File: src/rtl/video_timing_pkg.sv
// Shared constants and helpers for the panel timing blocks: default 480x272
// geometry, total-length derivation, bit-width helper and FSM state codes.
package video_timing_pkg;

  localparam int DEF_H_SYNC   = 41;
  localparam int DEF_H_BACK   = 2;
  localparam int DEF_H_ACTIVE = 480;
  localparam int DEF_H_FRONT  = 2;
  localparam int DEF_V_SYNC   = 10;
  localparam int DEF_V_BACK   = 2;
  localparam int DEF_V_ACTIVE = 272;
  localparam int DEF_V_FRONT  = 2;

  localparam logic [1:0] IDLE  = 2'd0;
  localparam logic [1:0] BLANK = 2'd1;
  localparam logic [1:0] RUN   = 2'd2;

  function automatic int span(input int sync_w, input int back_w,
                              input int active_w, input int front_w);
    return sync_w + back_w + active_w + front_w;
  endfunction

  // Bits needed to hold 0..value-1, never less than one.
  function automatic int clog2(input int value);
    int result = 0;
    for (int n = value - 1; n > 0; n = n >> 1) result++;
    return (result < 1) ? 1 : result;
  endfunction

  localparam int DEF_H_TOTAL = span(DEF_H_SYNC, DEF_H_BACK, DEF_H_ACTIVE, DEF_H_FRONT);
  localparam int DEF_V_TOTAL = span(DEF_V_SYNC, DEF_V_BACK, DEF_V_ACTIVE, DEF_V_FRONT);

endpackage

File: src/rtl/tick_divider.sv
// Free-running divider: userTick pulses once every TICK_DIV clocks and
// userClk toggles on each tick.
module tick_divider
  import video_timing_pkg::*;
#(
  parameter int TICK_DIV = 1500000
) (
  input  logic clk9MHz,
  input  logic resetN,
  output logic userTick,
  output logic userClk
);

  localparam int CW = clog2(TICK_DIV);
  localparam logic [CW-1:0] CNT_LAST = CW'(TICK_DIV - 1);

  if (TICK_DIV < 1) begin : g_bad_div
    $error("tick_divider: TICK_DIV must be at least 1");
  end

  logic [CW-1:0] cnt_reg;
  logic [CW-1:0] cnt_next;
  logic          tick_next;

  always_comb begin
    cnt_next  = (cnt_reg == CNT_LAST) ? '0 : cnt_reg + CW'(1);
    tick_next = (cnt_next == CNT_LAST);
  end

  always_ff @(posedge clk9MHz or negedge resetN) begin
    if (!resetN) begin
      cnt_reg  <= '0;
      userTick <= 1'b0;
      userClk  <= 1'b0;
    end else begin
      cnt_reg  <= cnt_next;
      userTick <= tick_next;
      userClk  <= userClk ^ tick_next;
    end
  end

endmodule

File: src/rtl/sync_timing_gen.sv
// Parametrised LCD sync/data-enable generator with blanked start-up frames.
// Outputs are decoded from next-state counters so they line up with the counters.
module sync_timing_gen
  import video_timing_pkg::*;
#(
  parameter int   H_SYNC       = DEF_H_SYNC,
  parameter int   H_BACK       = DEF_H_BACK,
  parameter int   H_ACTIVE     = DEF_H_ACTIVE,
  parameter int   H_FRONT      = DEF_H_FRONT,
  parameter int   V_SYNC       = DEF_V_SYNC,
  parameter int   V_BACK       = DEF_V_BACK,
  parameter int   V_ACTIVE     = DEF_V_ACTIVE,
  parameter int   V_FRONT      = DEF_V_FRONT,
  parameter logic HS_POL       = 1'b0,
  parameter logic VS_POL       = 1'b0,
  parameter int   START_FRAMES = 10,
  parameter int   TICK_DIV     = 1500000,
  localparam int  H_TOTAL      = span(H_SYNC, H_BACK, H_ACTIVE, H_FRONT),
  localparam int  V_TOTAL      = span(V_SYNC, V_BACK, V_ACTIVE, V_FRONT),
  localparam int  HW           = clog2(H_TOTAL),
  localparam int  VW           = clog2(V_TOTAL)
) (
  input  logic          clk9MHz,
  input  logic          resetN,
  input  logic          enable,
  output logic          hSync,
  output logic          vSync,
  output logic          hData,
  output logic          vData,
  output logic          de,
  output logic [HW-1:0] pixelX,
  output logic [VW-1:0] pixelY,
  output logic          lineStart,
  output logic          frameStart,
  output logic          startDone,
  output logic          disp,
  output logic          userTick,
  output logic          userClk
);

  localparam int BW = clog2(START_FRAMES + 1);

  localparam logic [HW-1:0] H_LAST      = HW'(H_TOTAL - 1);
  localparam logic [HW-1:0] H_SYNC_END  = HW'(H_SYNC);
  localparam logic [HW-1:0] H_ACT_START = HW'(H_SYNC + H_BACK);
  localparam logic [HW-1:0] H_ACT_END   = HW'(H_SYNC + H_BACK + H_ACTIVE);
  localparam logic [VW-1:0] V_LAST      = VW'(V_TOTAL - 1);
  localparam logic [VW-1:0] V_SYNC_END  = VW'(V_SYNC);
  localparam logic [VW-1:0] V_ACT_START = VW'(V_SYNC + V_BACK);
  localparam logic [VW-1:0] V_ACT_END   = VW'(V_SYNC + V_BACK + V_ACTIVE);
  localparam logic [BW-1:0] BLANK_LAST  = BW'(START_FRAMES);

  if (H_SYNC < 1 || H_BACK < 1 || H_ACTIVE < 1 || H_FRONT < 1 ||
      V_SYNC < 1 || V_BACK < 1 || V_ACTIVE < 1 || V_FRONT < 1 ||
      START_FRAMES < 0 || TICK_DIV < 1) begin : g_bad_param
    $error("sync_timing_gen: timing parameters must be >= 1, START_FRAMES >= 0");
  end
  if (H_TOTAL - 1 >= (1 << HW) || V_TOTAL - 1 >= (1 << VW)) begin : g_bad_width
    $error("sync_timing_gen: line or frame total does not fit counter width");
  end

  logic [1:0]    state_reg, state_next;
  logic [HW-1:0] h_count_reg, h_count_next;
  logic [VW-1:0] v_count_reg, v_count_next;
  logic [BW-1:0] blank_count_reg, blank_count_next;

  // Mid-frame enable drop is abrupt: everything returns to the idle origin.
  always_comb begin
    state_next       = state_reg;
    h_count_next     = h_count_reg;
    v_count_next     = v_count_reg;
    blank_count_next = blank_count_reg;
    if (state_reg == IDLE) begin
      h_count_next     = '0;
      v_count_next     = '0;
      blank_count_next = '0;
      if (enable) state_next = (START_FRAMES == 0) ? RUN : BLANK;
    end else if (!enable) begin
      state_next       = IDLE;
      h_count_next     = '0;
      v_count_next     = '0;
      blank_count_next = '0;
    end else if (h_count_reg != H_LAST) begin
      h_count_next = h_count_reg + HW'(1);
    end else begin
      h_count_next = '0;
      if (v_count_reg != V_LAST) begin
        v_count_next = v_count_reg + VW'(1);
      end else begin
        v_count_next = '0;
        if (state_reg == BLANK) begin
          blank_count_next = blank_count_reg + BW'(1);
          if (blank_count_reg + BW'(1) == BLANK_LAST) state_next = RUN;
        end
      end
    end
  end

  logic running_next, h_data_next, v_data_next, start_done_next;

  always_comb begin
    running_next    = (state_next != IDLE);
    start_done_next = (state_next == RUN);
    h_data_next     = running_next && (h_count_next >= H_ACT_START) && (h_count_next < H_ACT_END);
    v_data_next     = running_next && (v_count_next >= V_ACT_START) && (v_count_next < V_ACT_END);
  end

  always_ff @(posedge clk9MHz or negedge resetN) begin
    if (!resetN) begin
      state_reg       <= IDLE;
      h_count_reg     <= '0;
      v_count_reg     <= '0;
      blank_count_reg <= '0;
      hSync           <= ~HS_POL;
      vSync           <= ~VS_POL;
      hData           <= 1'b0;
      vData           <= 1'b0;
      de              <= 1'b0;
      pixelX          <= '0;
      pixelY          <= '0;
      lineStart       <= 1'b0;
      frameStart      <= 1'b0;
      startDone       <= 1'b0;
      disp            <= 1'b0;
    end else begin
      state_reg       <= state_next;
      h_count_reg     <= h_count_next;
      v_count_reg     <= v_count_next;
      blank_count_reg <= blank_count_next;
      hSync           <= (running_next && h_count_next < H_SYNC_END) ? HS_POL : ~HS_POL;
      vSync           <= (running_next && v_count_next < V_SYNC_END) ? VS_POL : ~VS_POL;
      hData           <= h_data_next;
      vData           <= v_data_next;
      de              <= h_data_next && v_data_next && start_done_next;
      pixelX          <= h_data_next ? h_count_next - H_ACT_START : '0;
      pixelY          <= v_data_next ? v_count_next - V_ACT_START : '0;
      lineStart       <= running_next && (h_count_next == '0);
      frameStart      <= running_next && (h_count_next == '0) && (v_count_next == '0);
      startDone       <= start_done_next;
      disp            <= running_next;
    end
  end

  tick_divider #(
    .TICK_DIV (TICK_DIV)
  ) u_tick_divider (
    .clk9MHz  (clk9MHz),
    .resetN   (resetN),
    .userTick (userTick),
    .userClk  (userClk)
  );

endmodule

File: config.mk
export PLATFORM = sky130hd
export DESIGN_NAME = sync_timing_gen
export DESIGN_NICKNAME = d
export VERILOG_FILES = /design/src/rtl/video_timing_pkg.sv /design/src/rtl/tick_divider.sv /design/src/rtl/sync_timing_gen.sv
export SDC_FILE = /design/constraint.sdc
export NUM_CORES = 1
export LEC_CHECK = 0
export CAP_MARGIN = 25
export CORE_MARGIN = 5
export CORE_UTILIZATION = 52
export CTS_CLUSTER_SIZE = 20
export DETAILED_ROUTE_END_ITERATION = 10
export GPL_TIMING_DRIVEN = 1
export PLACE_DENSITY = 0.85
export SLEW_MARGIN = 20
export SYNTH_ARGS = -nofsm -noshare
export SYNTH_HDL_FRONTEND = slang
export SYNTH_HIERARCHICAL = 1
export SYNTH_SLANG_ARGS = --single-unit
File: constraint.sdc
create_clock -name clk9MHz -period 3 [get_ports clk9MHz]
set_clock_uncertainty 0.15 [all_clocks]
set_input_delay 0.6 -clock clk9MHz [delete_from_list [all_inputs] [get_ports clk9MHz]]
set_output_delay 0.6 -clock clk9MHz [all_outputs]
set_load 0.005 [all_outputs]
==> results of run 1 <==
-- timing repair --
item / in CTS / in global routing
endpoints found under the hold margin: 0 / 0
gates resized for setup: 0 / 2
hold buffers: 0 / 0
setup buffers: 0 / 0
setup endpoints to repair: 0 / 7
-- stage by stage --
| step | power, mW | hold slack, ps |
|---|---|---|
| final | 1.99 | 59.5 |
| after floorplan | 1.08 | 154 |
| after CTS | 2.01 | 278 |
| after global placement | 1.13 | 305 |
| after global routing | 2.07 | 89.6 |
| after detailed placement | 1.13 | 312 |
-- kinds of logic (layout without fill, tap and decap cells) --
family	count (synthesis)	count (layout)	synth area share, %
adder cells (fa/ha/maj)	12	12	3.56
AND/OR/NAND/NOR	203	203	27.4
XOR/XNOR	41	41	8.52
flip-flops	76	76	45.2
buffers and inverters	41	97	4.36
multiplexers	3	3	0.712
AO/OA/AOI/OAI	63	63	10.2
-- worst max-delay path: cells and delay by family (launching register included) --
kind	cells	cell delay (ps)
and+or+nand+nor	4	540
adders and majority gates	2	360
AOI/OAI and AO/OA	3	560
DFF	1	420
buffers and inverters	4	660
-- area by class of cell --
cell class	count	area [um^2]
flip-flops and latches	76	1900
clock buffers	11	151
repair buffers	60	541
well taps	102	128
inverters	22	82.6
multi-input cells	322	2140
clock inverters	4	72.6
fillers	604	2790
-- how the worst max path moves through the flow --
| stage | start | cells after the start | endpoint | slack (ps) |
|---|---|---|---|---|
| finish | h_count_reg[1]$_DFF_PN0_ | 13 | pixelY[4]$_DFF_PN0_ | 210 |
| global route | h_count_reg[1]$_DFF_PN0_ | 12 | de$_DFF_PN0_ | 20 |
| CTS | h_count_reg[1]$_DFF_PN0_ | 13 | pixelY[4]$_DFF_PN0_ | 180 |
| detailed placement | enable | 10 | pixelX[5]$_DFF_PN0_ | -10 |
| global placement | enable | 11 | pixelX[3]$_DFF_PN0_ | 150 |
| floorplan | h_count_reg[0]$_DFF_PN0_ | 12 | pixelX[5]$_DFF_PN0_ | 70 |
-- layout by cell type, fill, tap and decap left out, types with 5 or more instances in the layout --
master	netlist	final
sky130_fd_sc_hd__nor2_2	7	7
sky130_fd_sc_hd__nor3_1	12	12
sky130_fd_sc_hd__clkbuf_8	0	11
sky130_fd_sc_hd__nand2b_1	7	7
sky130_fd_sc_hd__nand4_1	14	14
sky130_fd_sc_hd__nor2_1	47	47
sky130_fd_sc_hd__clkdlybuf4s50_1	0	31
sky130_fd_sc_hd__xor2_1	18	18
sky130_fd_sc_hd__dfrtp_1	74	74
sky130_fd_sc_hd__or3_1	6	6
sky130_fd_sc_hd__inv_1	21	21
sky130_fd_sc_hd__nor4_1	5	5
sky130_fd_sc_hd__nand3_1	21	21
sky130_fd_sc_hd__xnor2_1	23	23
sky130_fd_sc_hd__o21ai_0	16	15
sky130_fd_sc_hd__and3_1	5	5
sky130_fd_sc_hd__ha_1	12	12
sky130_fd_sc_hd__a21oi_1	16	16
sky130_fd_sc_hd__buf_4	0	28
sky130_fd_sc_hd__nand2_1	39	39
-- report_power, final --
part	switching, mW	leakage [nW]	internal [mW]
Clock	0.371	0.111	0.508
Sequential	0.00338	1.03	1.03
Combinational	0.0489	1.10	0.0301
-- per-layer routing --
layer,share of wire (%),track usage (%)
met1,42,26.0
met2,51,33.4
met3,5.4,4.59
met4,1.5,6.01
met5,0,0
==> Flow_metrics.wiki, run 1 <==
{| class="wikitable"
! Metric !! Value
|-
| Finish-stage setup viols || 0
|-
| Sum of negative setup slack || 0 ps
|-
| RSZ-0062 raised after global routing || no
|-
| FFs w/ async S/R, synth || between 90% and 100%
|-
| Hold WC Path Type || in2async
|-
| Number of clock buffers inserted by TritonCTS || 9
|-
| Cell types occupying the most area after synthesis || sky130_fd_sc_hd__dfrtp_1, sky130_fd_sc_hd__xnor2_1, sky130_fd_sc_hd__nor2_1
|-
| Pre-CTS WS || -12.3 ps
|-
| Synth-to-Final Area Change || 19.0%
|-
| Pleak || 2.24 nW
|-
| Cell type with the largest total area after synthesis || sky130_fd_sc_hd__dfrtp_1
|-
| Number of input and output port buffers inserted || 32
|-
| Max reg flops || 21
|-
| Relative slew margins || 66.3%
|-
| Hpwl dp || around 7000 um
|-
| Status || complete, no violations
|-
| Max Freq || ~360 MHz
|-
| Fraction of final layout cells sized beyond drive strength 1 || ~17%
|-
| Pin slew with the least headroom to its limit || 505 ps
|-
| Mean instance size in the synthesized netlist || between 9 and 10 um^2
|-
| Final period demand of the worst path || about 2800 ps
|-
| Worst ir drop on vdd || approximately 270 uV
|-
| Required time at the endpoint of the critical path || a little over 3000 ps
|-
| GP Congestion || 0.930
|-
| Count of H-tree levels built during CTS || 3
|-
| Worst setup path class || reg2reg
|-
| Critical path, cell by cell || inv_1 -> ha_1 -> nor3b_2 -> buf_4 -> nand3_1 -> buf_4 -> o21ai_0 -> a21oi_2 -> ha_1 -> and2_2 -> o2111ai_4 -> buf_4 -> nor2_2
|-
| Design area || 5020 um^2
|-
| Net count, final || approximately 500
|-
| Effective utilization at floorplan || approximately 54%
|-
| CTS sink cnt || 76
|-
| Top fanout value on the critical path || 10
|-
| RR Endpoint || pixelY[4]$_DFF_PN0_
|-
| CP startpoint kind || register
|-
| Worst Setup Slack, final || roughly 210 ps
|-
| Yosys top cell area share || approximately 44%
|-
| Final core utilization || between 60% and 70%
|-
| Post-DP Area || between 4000 and 5000 um^2
|-
| Commonest cells in the synthesized netlist || sky130_fd_sc_hd__dfrtp_1, sky130_fd_sc_hd__nor2_1, sky130_fd_sc_hd__nand2_1, sky130_fd_sc_hd__xnor2_1
|-
| Max-slew violations || 0
|-
| Cell repeated most along the worst path || sky130_fd_sc_hd__buf_4
|-
| Max Buffers Root-to-Sink || 2
|-
| Gate count of the mapped netlist || between 400 and 500
|-
| Max Cap Viol || 0
|-
| Post-synth net total || between 400 and 500
|-
| Part of the cycle the worst path needs || slightly above 90%
|-
| Via count of the routed design || 3,377
|-
| Flop and latch count out of synthesis || 76
|-
| Total global-route track usage || between 20% and 30%
|-
| Wire length of the first global-routing pass || 16,100 um
|-
| Power density over the cells || 397 nW/um^2
|-
| Antenna violations before repair || 0
|-
| Critical path's largest stage delay || ~420 ps
|-
| Primary flip-flop cell chosen by synthesis mapping || sky130_fd_sc_hd__dfrtp_1
|-
| Routed length per instance || between 15 and 20 um
|-
| Cell count of the worst reg-to-reg path || 13
|-
| Arr. time, crit path || 2880 ps
|-
| Clock slew at the register clock pins of the worst setup and hold paths || approximately 70 ps
|-
| First-pass DRT Iterations || 7
|-
| Core Footprint || between 7000 and 8000 um^2
|-
| Clock tree from TritonCTS || done
|-
| Clock root cell || sky130_fd_sc_hd__clkbuf_8
|-
| Number of I/O pins || 33
|-
| Reg2reg start || h_count_reg[1]$_DFF_PN0_
|-
| Number of vias per cell || 5.66
|-
| DRC violations left || 0
|-
| Vias in the first global route || about 3,300
|-
| Slowest cell on the critical path || sky130_fd_sc_hd__dfrtp_1
|-
| Final hold viol count || 0
|-
| GRT Residual Overflow || 0
|-
| Number of warnings reported in the yosys synthesis log || 6
|-
| EDFF count, synth || 0
|-
| Most frequent cell after synthesis || sky130_fd_sc_hd__dfrtp_1
|-
| Skew-Pair Late Insertion Delay || 350 ps
|-
| Netlist cell types || 65
|-
| Chip Width || roughly 100 um
|-
| Die footprint || roughly 10,000 um^2
|-
| Residual antenna-violating net count after detailed routing || 0
|-
| Initial DRC Count || 225
|-
| Cell total after placement || 581
|-
| Overall die height || 100 um
|-
| Std cell rows || 32
|-
| Combined area of all synthesized cells || around 4200 um^2
|-
| Non-filler cells in the finished layout || a little under 600
|-
| Pin count of the biggest net entering global routing || 77
|-
| Register-to-register path setup slack || 210 ps
|-
| Endpoint kind of the worst setup timing path || register
|-
| Post-Route WL || between 9000 and 10,000 um
|-
| Number of antenna cells inserted || 0
|-
| Sequential area share after synthesis || between 40% and 50%
|}
(Power assumes the default switching activity.)
==> run 2, diff against run 1 <==
--- a/config.mk
+++ b/config.mk
@@ -11,7 +11,7 @@
 export CTS_CLUSTER_SIZE = 20
 export DETAILED_ROUTE_END_ITERATION = 10
 export GPL_TIMING_DRIVEN = 1
-export PLACE_DENSITY = 0.85
+export PLACE_DENSITY = 0.75
 export SLEW_MARGIN = 20
 export SYNTH_ARGS = -nofsm -noshare
 export SYNTH_HDL_FRONTEND = slang
==> run 2 against run 1 <==
  * Die area unchanged
  * Sequential power about the same
  * Global-route usage increased by 0.82 points
  * Sequential cell count unchanged
  * Setup slack improved by 13 ps
  * Hold slack worse by 52 ps
  * Count of clock-buffer cells in the layout is 1 lower
  * Largest cell class unchanged
  * Routed wire length increased by 0.50%
  * Register-to-register slack barely moved
  * Critical path depth is 2 lower
  * Final cell count up 0.17%
==> Flow_metrics.wiki, run 2 (synthesis results as in run 1) <==
{| class="wikitable"
! Metric !! Value
|-
| Worst setup path class || reg2reg
|-
| Number of I/O pins || 33 (unchanged)
|-
| Die footprint || 10,000 um^2 (unchanged)
|-
| Worst Hold Slack || 7.90 ps (-51.6 ps)
|-
| Arr. time, crit path || 2860 ps (-20 ps)
|-
| Number of input and output port buffers inserted || 32 (unchanged)
|-
| Slowest cell on the critical path || sky130_fd_sc_hd__dfrtp_1
|-
| Skew-Pair Late Insertion Delay || 360 ps (about the same)
|-
| Endpoint kind of the worst setup timing path || register
|-
| Effective utilization at floorplan || 54.0% (unchanged)
|-
| Hpwl dp || 7020 um (+0.25%)
|-
| Design area || 5040 um^2 (+0.40%)
|-
| Number of clock buffers inserted by TritonCTS || 9 (unchanged)
|-
| Number of buffers inserted by post-CTS setup repair || 0 (unchanged)
|-
| Number of antenna cells inserted || 0 (unchanged)
|-
| Synth-to-Final Area Change || 19.5%
|-
| Pin slew with the least headroom to its limit || 550 ps (+45.3 ps)
|-
| Initial DRC Count || 225 (unchanged)
|-
| Post-Route WL || 9620 um (+0.50%)
|-
| Top fanout value on the critical path || 10 (unchanged)
|-
| Pleak || 2.25 nW (+0.55%)
|-
| Max-slew violations || 0 (unchanged)
|-
| Pre-CTS WS || -27.9 ps (-15.6 ps)
|-
| Number of vias per cell || 5.61 (-0.91%)
|-
| Max Buffers Root-to-Sink || 2 (unchanged)
|-
| GRT Residual Overflow || 0 (unchanged)
|-
| Total global-route track usage || 20.8% (+0.82 points)
|-
| Power density over the cells || 408 nW/um^2 (+2.8%)
|-
| Antenna violations before repair || 0 (unchanged)
|-
| Critical path's largest stage delay || 380 ps (-40 ps)
|-
| Residual antenna-violating net count after detailed routing || 0 (unchanged)
|-
| Overall die height || 100 um (unchanged)
|-
| Relative slew margins || 63.0% (-3.4 points)
|-
| Register-to-register path setup slack || 220 ps (about the same)
|-
| Most common cell after layout, fill and taps aside || sky130_fd_sc_hd__dfrtp_1
|-
| Chip Width || 100 um (unchanged)
|-
| First-pass DRT Iterations || 4 (-3)
|-
| Core Footprint || 7810 um^2 (unchanged)
|-
| RSZ-0062 raised after global routing || no
|-
| Hold WC Path Type || in2async
|-
| Max Cap Viol || 0 (unchanged)
|-
| Final hold viol count || 0 (unchanged)
|-
| Via count of the routed design || 3,352 (-0.74%)
|-
| Clock root cell || sky130_fd_sc_hd__clkbuf_8
|-
| Clock tree from TritonCTS || done
|-
| Critical path, cell by cell || inv_1 -> ha_1 -> nor3b_2 -> buf_4 -> and4_2 -> mux2i_1 -> a21oi_2 -> or3_4 -> o2111ai_2 -> buf_4 -> nor2_2
|-
| Net count, final || 506 (unchanged)
|-
| GP Congestion || 0.926 (-0.37%)
|-
| Worst Setup Slack, final || 225 ps (+13.1 ps)
|-
| Max reg flops || 21 (unchanged)
|-
| Worst ir drop on vdd || 199 uV (-27%)
|-
| CTS sink cnt || 76 (unchanged)
|-
| Required time at the endpoint of the critical path || 3090 ps (about the same)
|-
| Final core utilization || 64.5% (+0.26 points)
|-
| Reg2reg start || h_count_reg[0]$_DFF_PN0_
|-
| Pin count of the biggest net entering global routing || 77 (unchanged)
|-
| Count of H-tree levels built during CTS || 3 (unchanged)
|-
| Fraction of final layout cells sized beyond drive strength 1 || 16.7% (-0.034 points)
|-
| Status || complete, no violations
|-
| DRC violations left || 0 (unchanged)
|-
| Part of the cycle the worst path needs || 92.5% (-0.44 points)
|-
| Std cell rows || 32 (unchanged)
|-
| Finish-stage setup viols || 0 (unchanged)
|-
| Top library cells by usage in the layout, fill and taps aside || sky130_fd_sc_hd__dfrtp_1, sky130_fd_sc_hd__nor2_1, sky130_fd_sc_hd__nand2_1
|-
| Cell repeated most along the worst path || sky130_fd_sc_hd__buf_4
|-
| Post-DP Area || 4760 um^2 (unchanged)
|-
| Clock slew at the register clock pins of the worst setup and hold paths || 80 ps (about the same)
|-
| Max Freq || 360 MHz (+0.47%)
|-
| Routed length per instance || 16.1 um (+0.33%)
|-
| Wire length of the first global-routing pass || 16,700 um (+3.7%)
|-
| Cell count of the worst reg-to-reg path || 11 (-2)
|-
| Vias in the first global route || 3,439 (+3.3%)
|-
| CP startpoint kind || register
|-
| Final period demand of the worst path || 2780 ps (-13.1 ps)
|-
| RR Endpoint || pixelY[7]$_DFF_PN0_
|}
[run 2: changes by cell type in the layout (fill, tap and decap cells not counted), sizes merged]
cell / delta
clkbuf: -1
clkinv: +2
clkinvlp: -1
bufinv: +1
[run 2: metrics by stage]
stage,TNS (ps),cells,power (mW)
finish,0,598,2.06
global route,0,598,2.13
CTS,0,597,2.06
detailed placement,-49.4,581,1.13
global placement,0,581,1.13
floorplan,0,439,1.08
[run 2: power breakdown]
| part | switching [mW] | total [mW] | internal, mW | leakage (nW) |
|---|---|---|---|---|
| registers | 0.00288 | 1.03 | 1.03 | 1.03 |
| clock network | 0.387 | 0.941 | 0.554 | 0.120 |
| logic | 0.0501 | 0.0816 | 0.0315 | 1.10 |
[run 2: repair_timing]
action,in CTS,in global routing
setup endpoints to repair,0,5
hold buffers,0,0
resized for setup,0,2
[run 2: worst max-delay path: cells and delay by family, from the launching register on]
kind / cells / cell delay, ps
simple gates: 4 / 910
compound gates: 2 / 300
flops: 1 / 380
buf+inv: 3 / 520
fa+ha+maj: 1 / 160
mux: 1 / 240
[run 2: final cells by class]
class	instances	area (um^2)
Fill cell	639	2770
Sequential cell	76	1900
Timing Repair Buffer	60	548
Inverter	22	82.6
Clock inverter	6	113
Multi-Input combinational cell	322	2130
Tap cell	102	128
Clock buffer	10	128
[run 2: worst max path at each step]
stage,startpoint,endpoint,cells after the start
finish,h_count_reg[0]$_DFF_PN0_,pixelY[7]$_DFF_PN0_,11
global route,h_count_reg[1]$_DFF_PN0_,pixelY[7]$_DFF_PN0_,11
CTS,h_count_reg[0]$_DFF_PN0_,pixelX[5]$_DFF_PN0_,12
detailed placement,enable,pixelX[5]$_DFF_PN0_,10
global placement,enable,pixelX[3]$_DFF_PN0_,10
floorplan,h_count_reg[0]$_DFF_PN0_,pixelX[5]$_DFF_PN0_,12
[run 2: per-layer routing]
layer | track usage, % | routed length [um]
met1 | 28.9 | 4380
met5 | 0 | 0
met2 | 32.9 | 4600
met3 | 4.38 | 513
met4 | 6.42 | 133
==> run 3, diff against run 2 <==
--- a/config.mk
+++ b/config.mk
@@ -7,11 +7,11 @@
 export LEC_CHECK = 0
 export CAP_MARGIN = 25
 export CORE_MARGIN = 5
-export CORE_UTILIZATION = 52
+export CORE_UTILIZATION = 50
 export CTS_CLUSTER_SIZE = 20
 export DETAILED_ROUTE_END_ITERATION = 10
 export GPL_TIMING_DRIVEN = 1
-export PLACE_DENSITY = 0.75
+export PLACE_DENSITY = 0.73
 export SLEW_MARGIN = 20
 export SYNTH_ARGS = -nofsm -noshare
 export SYNTH_HDL_FRONTEND = slang
==> run 3 against run 2 <==
  * Total power fell by 3.0%
  * Final cell count increased by 0.33%
  * Combinational power grew 7.1%
  * Register-to-register slack got worse by 90 ps
  * Via count decreased by 0.45%
  * Hold slack better by 310 ps
  * Count of clock-buffer cells in the layout rose by 1
  * Sequential power barely moved
==> Flow_metrics.wiki, run 3 (synthesis results as in run 1) <==
{| class="wikitable"
! Metric !! Value
|-
| Footprint of the flip-flops and latches || 1900 um^2 (unchanged)
|-
| Synth-to-Final Area Change || 19.3%
|-
| Total global-route track usage || 19.6% (-1.3 points)
|-
| Number of antenna cells inserted || 0 (unchanged)
|-
| Die footprint || 10,400 um^2 (+3.6%)
|-
| Wire length of the first global-routing pass || 16,000 um (-3.9%)
|-
| Status || complete, no violations
|-
| Worst Hold Slack || 318 ps (+310 ps)
|-
| Via count of the routed design || 3,337 (-0.45%)
|-
| M1 GR Usage || 27.1% (-1.8 points)
|-
| Count of H-tree levels built during CTS || 3 (unchanged)
|-
| Finish-stage setup viols || 0 (unchanged)
|-
| Filler cell count in the final layout || 679 (+6.3%)
|-
| Multi-input gate area in the final layout || 2130 um^2 (about the same)
|-
| GRT Residual Overflow || 0 (unchanged)
|-
| Post-Route WL || 9630 um (+0.10%)
|-
| Top library cells by usage in the layout, fill and taps aside || sky130_fd_sc_hd__dfrtp_1, sky130_fd_sc_hd__nor2_1, sky130_fd_sc_hd__nand2_1
|-
| Initial DRC Count || 179 (-20%)
|-
| Final hold viol count || 0 (unchanged)
|-
| Part of the cycle the worst path needs || 95.5% (+2.9 points)
|-
| Endpoint kind of the worst setup timing path || register
|-
| Design area || 5030 um^2 (-0.15%)
|-
| Pin slew with the least headroom to its limit || 827 ps (+276 ps)
|-
| Core Footprint || 8220 um^2 (+5.2%)
|-
| Worst setup path class || reg2reg
|-
| Final core utilization || 61.2% (-3.3 points)
|-
| Effective utilization at floorplan || 51.3% (-2.7 points)
|-
| Clock tree from TritonCTS || done
|-
| DRC violations left || 0 (unchanged)
|-
| Number of clock buffers inserted by TritonCTS || 9 (unchanged)
|-
| Antenna violations before repair || 0 (unchanged)
|-
| Pleak || 2.25 nW (about the same)
|-
| Arr. time, crit path || 3000 ps (+140 ps)
|-
| Required time at the endpoint of the critical path || 3140 ps (+50 ps)
|-
| Met3 Resource Use GR || 4.64% (+0.26 points)
|-
| Number of input and output port buffers inserted || 32 (unchanged)
|-
| Worst ir drop on vdd || 219 uV (+10%)
|-
| Std cell rows || 33 (+3.1%)
|-
| Clock slew at the register clock pins of the worst setup and hold paths || 80 ps (about the same)
|-
| Met2 global-route usage || 30.1% (-2.8 points)
|-
| Max Freq || 349 MHz (-3.1%)
|-
| Final period demand of the worst path || 2860 ps (+88.5 ps)
|-
| Power density over the cells || 396 nW/um^2 (-2.9%)
|-
| Overall die height || 102 um (+1.8%)
|-
| Max Buffers Root-to-Sink || 2 (unchanged)
|-
| Top fanout value on the critical path || 11 (+1)
|-
| Hpwl dp || 6740 um (-4.1%)
|-
| Routed length per instance || 16.1 um (-0.23%)
|-
| Overall power after layout || 1.99 mW (-3.0%)
|-
| Chip Width || 102 um (+1.8%)
|-
| Post-DP Area || 4760 um^2 (-0.13%)
|-
| Most common cell after layout, fill and taps aside || sky130_fd_sc_hd__dfrtp_1
|-
| Worst Setup Slack, final || 136 ps (-88.5 ps)
|-
| First-pass DRT Iterations || 5 (+1)
|-
| Fraction of final layout cells sized beyond drive strength 1 || 16.4% (-0.37 points)
|-
| Max-slew violations || 0 (unchanged)
|-
| GP Congestion || 0.913 (-1.4%)
|-
| Hold WC Path Type || reg2reg
|-
| Residual antenna-violating net count after detailed routing || 0 (unchanged)
|-
| CP startpoint kind || register
|-
| Net count, final || 506 (unchanged)
|-
| Pre-CTS WS || 36.6 ps (+64.5 ps)
|-
| Relative slew margins || 44.4% (-19 points)
|-
| Clock root cell || sky130_fd_sc_hd__clkbuf_8
|-
| Pin count of the biggest net entering global routing || 77 (unchanged)
|-
| CTS sink cnt || 76 (unchanged)
|-
| Number of vias per cell || 5.56 (-0.78%)
|-
| Vias in the first global route || 3,271 (-4.9%)
|-
| Max Cap Viol || 0 (unchanged)
|-
| Number of I/O pins || 33 (unchanged)
|-
| Skew-Pair Late Insertion Delay || 350 ps (about the same)
|-
| Max reg flops || 21 (unchanged)
|-
| Most congested layer reported by global routing || met2
|}
[run 3: cell types whose count changed in the layout (fill, tap and decap cells not counted)]
cell,before,now
sky130_fd_sc_hd__buf_12,0,1
sky130_fd_sc_hd__dlygate4sd3_1,0,1
sky130_fd_sc_hd__buf_4,28,26
sky130_fd_sc_hd__o21ai_0,15,16
sky130_fd_sc_hd__a22o_2,0,1
sky130_fd_sc_hd__nor3b_2,1,0
sky130_fd_sc_hd__o21ai_1,3,2
sky130_fd_sc_hd__nor3b_4,0,1
sky130_fd_sc_hd__clkinv_4,2,1
sky130_fd_sc_hd__a22o_4,1,0
sky130_fd_sc_hd__bufinv_16,3,2
sky130_fd_sc_hd__clkbuf_8,9,10
[run 3: timing repair]
action | CTS | global route
endpoints found under the setup margin | 0 | 21
hold endpoints to repair | 0 | 17
hold buffers | 0 | 1
buffers inserted | 0 | 2
gates resized for setup | 0 | 1
[run 3: layer usage]
metal	vias up	share of wire [%]	wire length, um
li1	1625	-	-
met1	1595	47	4510
met2	103	47	4500
met3	14	5.1	495
met4	0	1.3	125
met5	-	0	0
[run 3: stage by stage]
step | setup TNS, ps | std cells
after floorplan | 0 | 439
after global placement | 0 | 581
after detailed placement | 0 | 581
after CTS | 0 | 596
after global routing | -20.2 | 600
final | 0 | 600
[run 3: worst paths after layout]
check	from	endpoint	slack [ps]	cells past startpoint
min in group asynchronous	resetN	pixelY[6]$_DFF_PN0_	530	2
max in group asynchronous	resetN	pixelX[4]$_DFF_PN0_	1610	3
worst min-delay path	u_tick_divider/userClk$_DFF_PN0_	u_tick_divider/userClk$_DFF_PN0_	320	1
worst max-delay path	h_count_reg[1]$_DFF_PN0_	pixelX[3]$_DFF_PN0_	140	11
worst min register to register	u_tick_divider/userClk$_DFF_PN0_	u_tick_divider/userClk$_DFF_PN0_	320	1
worst max register to register	h_count_reg[1]$_DFF_PN0_	pixelX[3]$_DFF_PN0_	140	11
[run 3: cell type report]
class | count | share of cell area (%)
clock buffers | 11 | 2.81
clock inverters | 4 | 1.47
inverters | 22 | 1.64
multi-input cells | 322 | 42.4
flip-flops and latches | 76 | 37.9
well taps | 105 | 2.61
repair buffers | 60 | 11.2
[run 3: power breakdown]
part	total, mW	internal, mW	switching (mW)
clock network	0.873	0.488	0.386
logic	0.0874	0.0356	0.0518
registers	1.03	1.03	0.00303
[run 3: critical path, stage by stage (launching register included)]
cell                      delay, ps
sky130_fd_sc_hd__dfrtp_1        420
sky130_fd_sc_hd__inv_1           80
sky130_fd_sc_hd__ha_1           140
sky130_fd_sc_hd__nor3b_4        330
sky130_fd_sc_hd__nand3_1        170
sky130_fd_sc_hd__nand2_1        160
sky130_fd_sc_hd__nor2_1          80
sky130_fd_sc_hd__ha_1           220
sky130_fd_sc_hd__o21ai_0        300
sky130_fd_sc_hd__nand4_1        130
sky130_fd_sc_hd__a22o_2         370
sky130_fd_sc_hd__and3b_1        240
